$ cat src/rtl/power_mon_pkg.sv
// Shared types and helpers for the switching-activity monitor.
// The saturating adder works on a fixed maximum width so it can serve any CNT_W up to 32.
package power_mon_pkg;

    typedef enum logic [1:0] {
        IDLE,
        ARM,
        COUNT,
        HOLD
    } state_t;

    localparam int DEF_WIDTH    = 1;
    localparam int DEF_WIN_LOG2 = 8;
    localparam int DEF_CNT_W    = 16;
    localparam int SAT_MAX_W    = 32;

    typedef struct packed {
        logic                 carry;
        logic [SAT_MAX_W-1:0] sum;
    } sat_result_t;

    // Adds two zero-extended operands and clamps the result to 2**width-1.
    // The carry flag reports that clamping happened.
    function automatic sat_result_t sat_add(
        input logic [SAT_MAX_W-1:0] a,
        input logic [SAT_MAX_W-1:0] b,
        input int unsigned          width
    );
        logic [SAT_MAX_W:0] full;
        logic [SAT_MAX_W:0] limit;
        sat_result_t        res;
        full  = {1'b0, a} + {1'b0, b};
        limit = ((SAT_MAX_W+1)'(1) << width) - (SAT_MAX_W+1)'(1);
        if (full > limit) begin
            res.carry = 1'b1;
            res.sum   = limit[SAT_MAX_W-1:0];
        end else begin
            res.carry = 1'b0;
            res.sum   = full[SAT_MAX_W-1:0];
        end
        return res;
    endfunction

endpackage

$ cat src/rtl/power_popcount.sv
// Combinational count of the nets that changed between two consecutive samples.
module power_popcount #(
    parameter int WIDTH = 1,
    parameter int POP_W = $clog2(WIDTH + 1)
) (
    input  logic [WIDTH-1:0] sample,
    input  logic [WIDTH-1:0] prev,
    output logic [POP_W-1:0] count
);

    logic [WIDTH-1:0] diff;

    always_comb begin
        diff  = sample ^ prev;
        count = '0;
        for (int i = 0; i < WIDTH; i++) begin
            count = count + POP_W'(diff[i]);
        end
    end

endmodule

$ cat src/rtl/power_toggle_monitor.sv
// Counts bit toggles on a monitored bus over fixed windows and hands one
// saturating activity count per window to a collector over valid/ready.
module power_toggle_monitor
    import power_mon_pkg::*;
#(
    parameter int WIDTH    = DEF_WIDTH,
    parameter int WIN_LOG2 = DEF_WIN_LOG2,
    parameter int CNT_W    = DEF_CNT_W
) (
    input  logic             clk,
    input  logic             rst_n,
    input  logic             en,
    input  logic             clear,
    input  logic [WIDTH-1:0] sample,
    output logic             act_valid,
    input  logic             act_ready,
    output logic [CNT_W-1:0] act_count,
    output logic             act_sat,
    output logic             busy
);

    localparam int POP_W = $clog2(WIDTH + 1);

    state_t              state;
    state_t              next_state;
    logic [WIDTH-1:0]    prev;
    logic [WIN_LOG2-1:0] win;
    logic [CNT_W-1:0]    acc;
    logic                acc_sat;
    logic [POP_W-1:0]    pop;
    sat_result_t         add_res;
    logic [CNT_W-1:0]    acc_next;
    logic                sat_next;
    logic                win_last;

    power_popcount #(
        .WIDTH (WIDTH),
        .POP_W (POP_W)
    ) u_popcount (
        .sample (sample),
        .prev   (prev),
        .count  (pop)
    );

    always_comb begin
        add_res  = sat_add(SAT_MAX_W'(acc), SAT_MAX_W'(pop), CNT_W);
        acc_next = CNT_W'(add_res.sum);
        sat_next = acc_sat | add_res.carry;
        win_last = &win;
    end

    always_ff @(posedge clk or negedge rst_n) begin
        if (!rst_n) begin
            state <= IDLE;
        end else begin
            state <= next_state;
        end
    end

    // clear outranks both en and the handshake; dropping en mid-window discards it.
    always_comb begin
        next_state = state;
        if (clear) begin
            next_state = IDLE;
        end else begin
            case (state)
                IDLE:    if (en) next_state = ARM;
                ARM:     next_state = en ? COUNT : IDLE;
                COUNT: begin
                    if (!en) begin
                        next_state = IDLE;
                    end else if (win_last) begin
                        next_state = HOLD;
                    end
                end
                HOLD:    if (act_ready) next_state = en ? ARM : IDLE;
                default: next_state = IDLE;
            endcase
        end
    end

    always_comb begin
        act_valid = (state == HOLD);
        busy      = (state != IDLE);
    end

    // The result register is loaded with the accumulator value that includes the last sample.
    always_ff @(posedge clk or negedge rst_n) begin
        if (!rst_n) begin
            prev      <= '0;
            win       <= '0;
            acc       <= '0;
            acc_sat   <= 1'b0;
            act_count <= '0;
            act_sat   <= 1'b0;
        end else if (clear) begin
            win       <= '0;
            acc       <= '0;
            acc_sat   <= 1'b0;
            act_count <= '0;
            act_sat   <= 1'b0;
        end else begin
            case (state)
                ARM: begin
                    prev    <= sample;
                    win     <= '0;
                    acc     <= '0;
                    acc_sat <= 1'b0;
                end
                COUNT: begin
                    if (en) begin
                        prev    <= sample;
                        win     <= win + WIN_LOG2'(1);
                        acc     <= acc_next;
                        acc_sat <= sat_next;
                        if (win_last) begin
                            act_count <= acc_next;
                            act_sat   <= sat_next;
                        end
                    end
                end
                default: ;
            endcase
        end
    end

endmodule
$ cat config.mk
export PLATFORM = sky130hd
export DESIGN_NAME = power_toggle_monitor
export DESIGN_NICKNAME = d
export VERILOG_FILES = /design/src/rtl/power_mon_pkg.sv /design/src/rtl/power_popcount.sv /design/src/rtl/power_toggle_monitor.sv
export SDC_FILE = /design/constraint.sdc
export NUM_CORES = 1
export LEC_CHECK = 0
export CAP_MARGIN = 20
export CORE_ASPECT_RATIO = 1.2
export CORE_MARGIN = 2
export CORE_UTILIZATION = 50
export DETAILED_ROUTE_END_ITERATION = 6
export PLACE_DENSITY = 0.73
export RECOVER_POWER = 25
export SLEW_MARGIN = 0
export SYNTH_ARGS = -nofsm -noshare
export SYNTH_HDL_FRONTEND = slang
export SYNTH_SLANG_ARGS = --single-unit
$ cat constraint.sdc
create_clock -name clk -period 4.2 [get_ports clk]
set_clock_uncertainty 0.1 [all_clocks]
set_input_delay 1.05 -clock clk [delete_from_list [all_inputs] [get_ports clk]]
set_output_delay 1.05 -clock clk [all_outputs]
set_load 0.05 [all_outputs]
==> summary.md <==
| Metric | Value |
|---|---|
| Main flop type after synthesis | dfrtp_1 |
| First-pass GRT wire length | 9980 um |
| Max Slew Vio Count | 41 |
| P per Cell Area | 297 mW/mm^2 |
| Post-DP HPWL | 4120 um |
| Starting Density | 51.4% |
| Post_cts resized | 0 |
| Initial antenna violation count | 0 |
| Total CTS buffers | 5 |
| IO buf count | 24 |
| Post-route cell area | 0.00290 mm^2 |
| Clock power frac | between 30% and 40% |
| Final WL | between 5000 and 6000 um |
| Vias in the first global route | 2078 |
| Area grow syn2layout | 15.0% |
| CTS Sinks | 45 |
| Pin count of the biggest net entering global routing | 46 |
| Row cnt | 28 |
| Final hold violations | 0 |
| #FFs+latches synth | 45 |
| Max VDD drop | 0.196 mV |
| Failing checks | max-capacitance violations, max-slew violations |
| Grt ovf | 0 |
| Vias per inst | 5.94 |
| Avg Inst Size Synth | 9.07 um^2 |
| Slew @ Worst Pin | around 2.2 ns |
| Status | finished, violations left |
| Crit path max fanout | 15 |
| Root Driver | clkbuf_8 |
| Antenna Nets Post-Route | 0 |
| Clock slew seen by the registers of the worst setup and hold paths | 0.09 ns |
| CP required | 4.31 ns |
| NetSw | 0.204 mW |
| Worst Reg2Reg Path Length in Cells | 6 |
| Ant. Diodes | 0 |
| Kind of critical path | input port to register |
| H-tree Lvls | 2 |
| Post-synth ARST share | 100% |
| Leak | 1.24 nW |
| Final Setup Violations | 0 |
| Postcts setup bufs | 0 |
| Initial DRC Count | approximately 180 |
| CP endpoint kind | register |
| Die Wd | 68.8 um |
| Internal | 0.657 mW |
| Synth top area share | between 40% and 50% |
| Logic pwr share | 8.9% |
| Post-Syn Instances | 278 |
| Worst-skew pair later-pin latency | 0.30 ns |
| Core area | around 0.0049 mm^2 |
| Period utilization | 78.2% |
| Hold-fix buffers, CTS | 0 |
| # nets final | between 300 and 400 |
| Sequential share of the synthesized area | 44.6% |
| Hold path cells | 2 |
| Largest cells by area after synthesis | dfrtp_1, nand2_1, o21ai_0 |
| Drt first pass iters | 4 |
| Slew headroom | -46.1% |
| Total number of vias | 2133 |
| Syn nets | 291 |
| Sum Neg Setup Slack | 0 ns |
| DRC Markers | 0 |
| Share of cells above drive strength 1 | 8.70% |
| WL per Instance | between 15 and 20 um |
| Die ar. | 0.00563 mm^2 |
| Worst min path class | register to register |
| RSZ-0062 raised after global routing | no |
| Critical Path Start Type | input port |
| Sequential Power Share | between 50% and 60% |
| Sw Share | 23.7% |
| Yosys cell types | 48 |
| Syn Std Cell Area | 0.00252 mm^2 |
| Yosys warnings | 0 |
| Fin crit period | 3.29 ns |
| Max cap viols | 1 |
| Critical Path AT | 3.39 ns |
| # IOs | 25 |
| GPL Wtd Cong | just over 0.9 |
| Fmax achieved | 304 MHz |
| CTS Buffer Depth | 2 |
| CTS tree | yes |
| Die H | 81.8 um |
| Post-DP Area | 0.00278 mm^2 |
| Area leader, netlist | dfrtp_1 |
| Post-synth EDFFs | 0 |
| GRT Total Usage | 23.9% |
## cells in the mapped netlist, types with 2 or more instances
master and n:
inv_1 7, xor2_1 8, o31ai_1 4, a211oi_1 2
dfrtp_1 45, nand2_2 3, a21o_1 2, mux2i_1 4
nor3_1 10, a311oi_1 2, and3_1 4, nand2_1 31
a22o_1 5, clkbuf_1 5, a31oi_1 7, ha_1 7
nor2_1 30, nand3_1 10, a21oi_1 9, o21ai_1 13
and2_1 4, nand2b_1 2, buf_4 4, o21ai_0 23
nand4_1 6, xnor2_1 2, buf_2 7, nor2b_1 2
## path summary, 6_finish.rpt
check                             start            end  slack (ns)
setup / recovery                 sample   act_count[7]        0.91
hold / removal             act_count[4]   act_count[4]        0.38
setup reg to reg               state[0]  act_count[12]        1.70
hold reg to reg            act_count[4]   act_count[4]        0.38
max in group asynchronous         rst_n         acc[6]        1.16
min in group asynchronous         rst_n   act_count[1]        0.48
## area by class of cell
| class | instances | area, um^2 |
|---|---|---|
| Sequential cell | 45 | 1130 |
| Clock buffer | 6 | 82.6 |
| Multi-Input combinational cell | 209 | 1280 |
| Clock inverter | 2 | 37.5 |
| Inverter | 8 | 30.0 |
| Fill cell | 447 | 2000 |
| Tap cell | 60 | 75.1 |
| Timing Repair Buffer | 29 | 268 |
## sequential cells by signal (all words and copies together) (netlist names)
signal,cells
acc,16
act_count,16
act_sat,1
prev,1
state,2
acc_sat,1
win,8
## critical path, stage by stage
cell	delay, ns
clkdlybuf4s50_1	0.50
xor2_1	0.21
ha_1	0.26
nand4_1	0.18
nor3_2	0.22
and2_1	0.53
nor2_1	0.14
a211oi_1	0.29
## power groups by stage
stage | registers [mW] | clock network [mW] | logic (mW)
after floorplan | 0.450 | 0 | 0.0479
after global placement | 0.450 | 0 | 0.0745
after detailed placement | 0.450 | 0 | 0.0763
after CTS | 0.441 | 0.350 | 0.0771
after global routing | 0.443 | 0.368 | 0.0847
final | 0.441 | 0.343 | 0.0767
## per-layer routing
metal	routed length [um]	vias to the layer above	GRT usage [%]
li1	-	1028	-
met1	2520	1020	32.6
met2	2960	71	38.5
met3	345	14	3.97
met4	139	0	7.65
met5	0	-	0
## layout by cell type, fill, tap and decap left out, types with 4 or more instances in the layout
master,netlist,routed
inv_1,7,7
dfrtp_1,45,45
o21ai_1,13,13
buf_4,4,4
clkdlybuf4s50_1,0,23
clkbuf_8,0,6
a31oi_1,7,7
nor2_1,30,30
mux2i_1,4,4
and3_1,4,4
nand3_1,10,10
nand4_1,6,6
xor2_1,8,8
o21ai_0,23,23
a22o_1,5,5
nand2_1,31,31
and2_1,4,4
nor3_1,10,10
a21oi_1,9,9
ha_1,7,7
o31ai_1,4,4
## cell families (layout without fill, tap and decap cells)
group / Yosys count / after routing / synth area share (%)
AOI/OAI and AO/OA: 73 / 73 / 17.8
xor gates and xnor gates: 10 / 10 / 3.47
adders and majority gates: 7 / 7 / 3.47
buffers and inverters: 24 / 45 / 4.51
DFF: 45 / 45 / 44.6
and+or+nand+nor: 114 / 114 / 24.1
muxes: 5 / 5 / 2.03
## stage by stage
| stage | util (%) | power [mW] | hold WS [ns] | std cells | worst slack, ns |
|---|---|---|---|---|---|
| after floorplan | - | 0.498 | 0.370 | 278 | 1.57 |
| after global placement | 56.7 | 0.525 | 0.365 | 350 | 0.774 |
| after detailed placement | 56.7 | 0.526 | 0.374 | 350 | 0.614 |
| after CTS | 59.1 | 0.869 | 0.394 | 358 | 0.931 |
| after global routing | 59.2 | 0.896 | 0.428 | 359 | 0.657 |
| final | 59.2 | 0.861 | 0.385 | 359 | 0.915 |
Power figures use the tool's default switching activity.
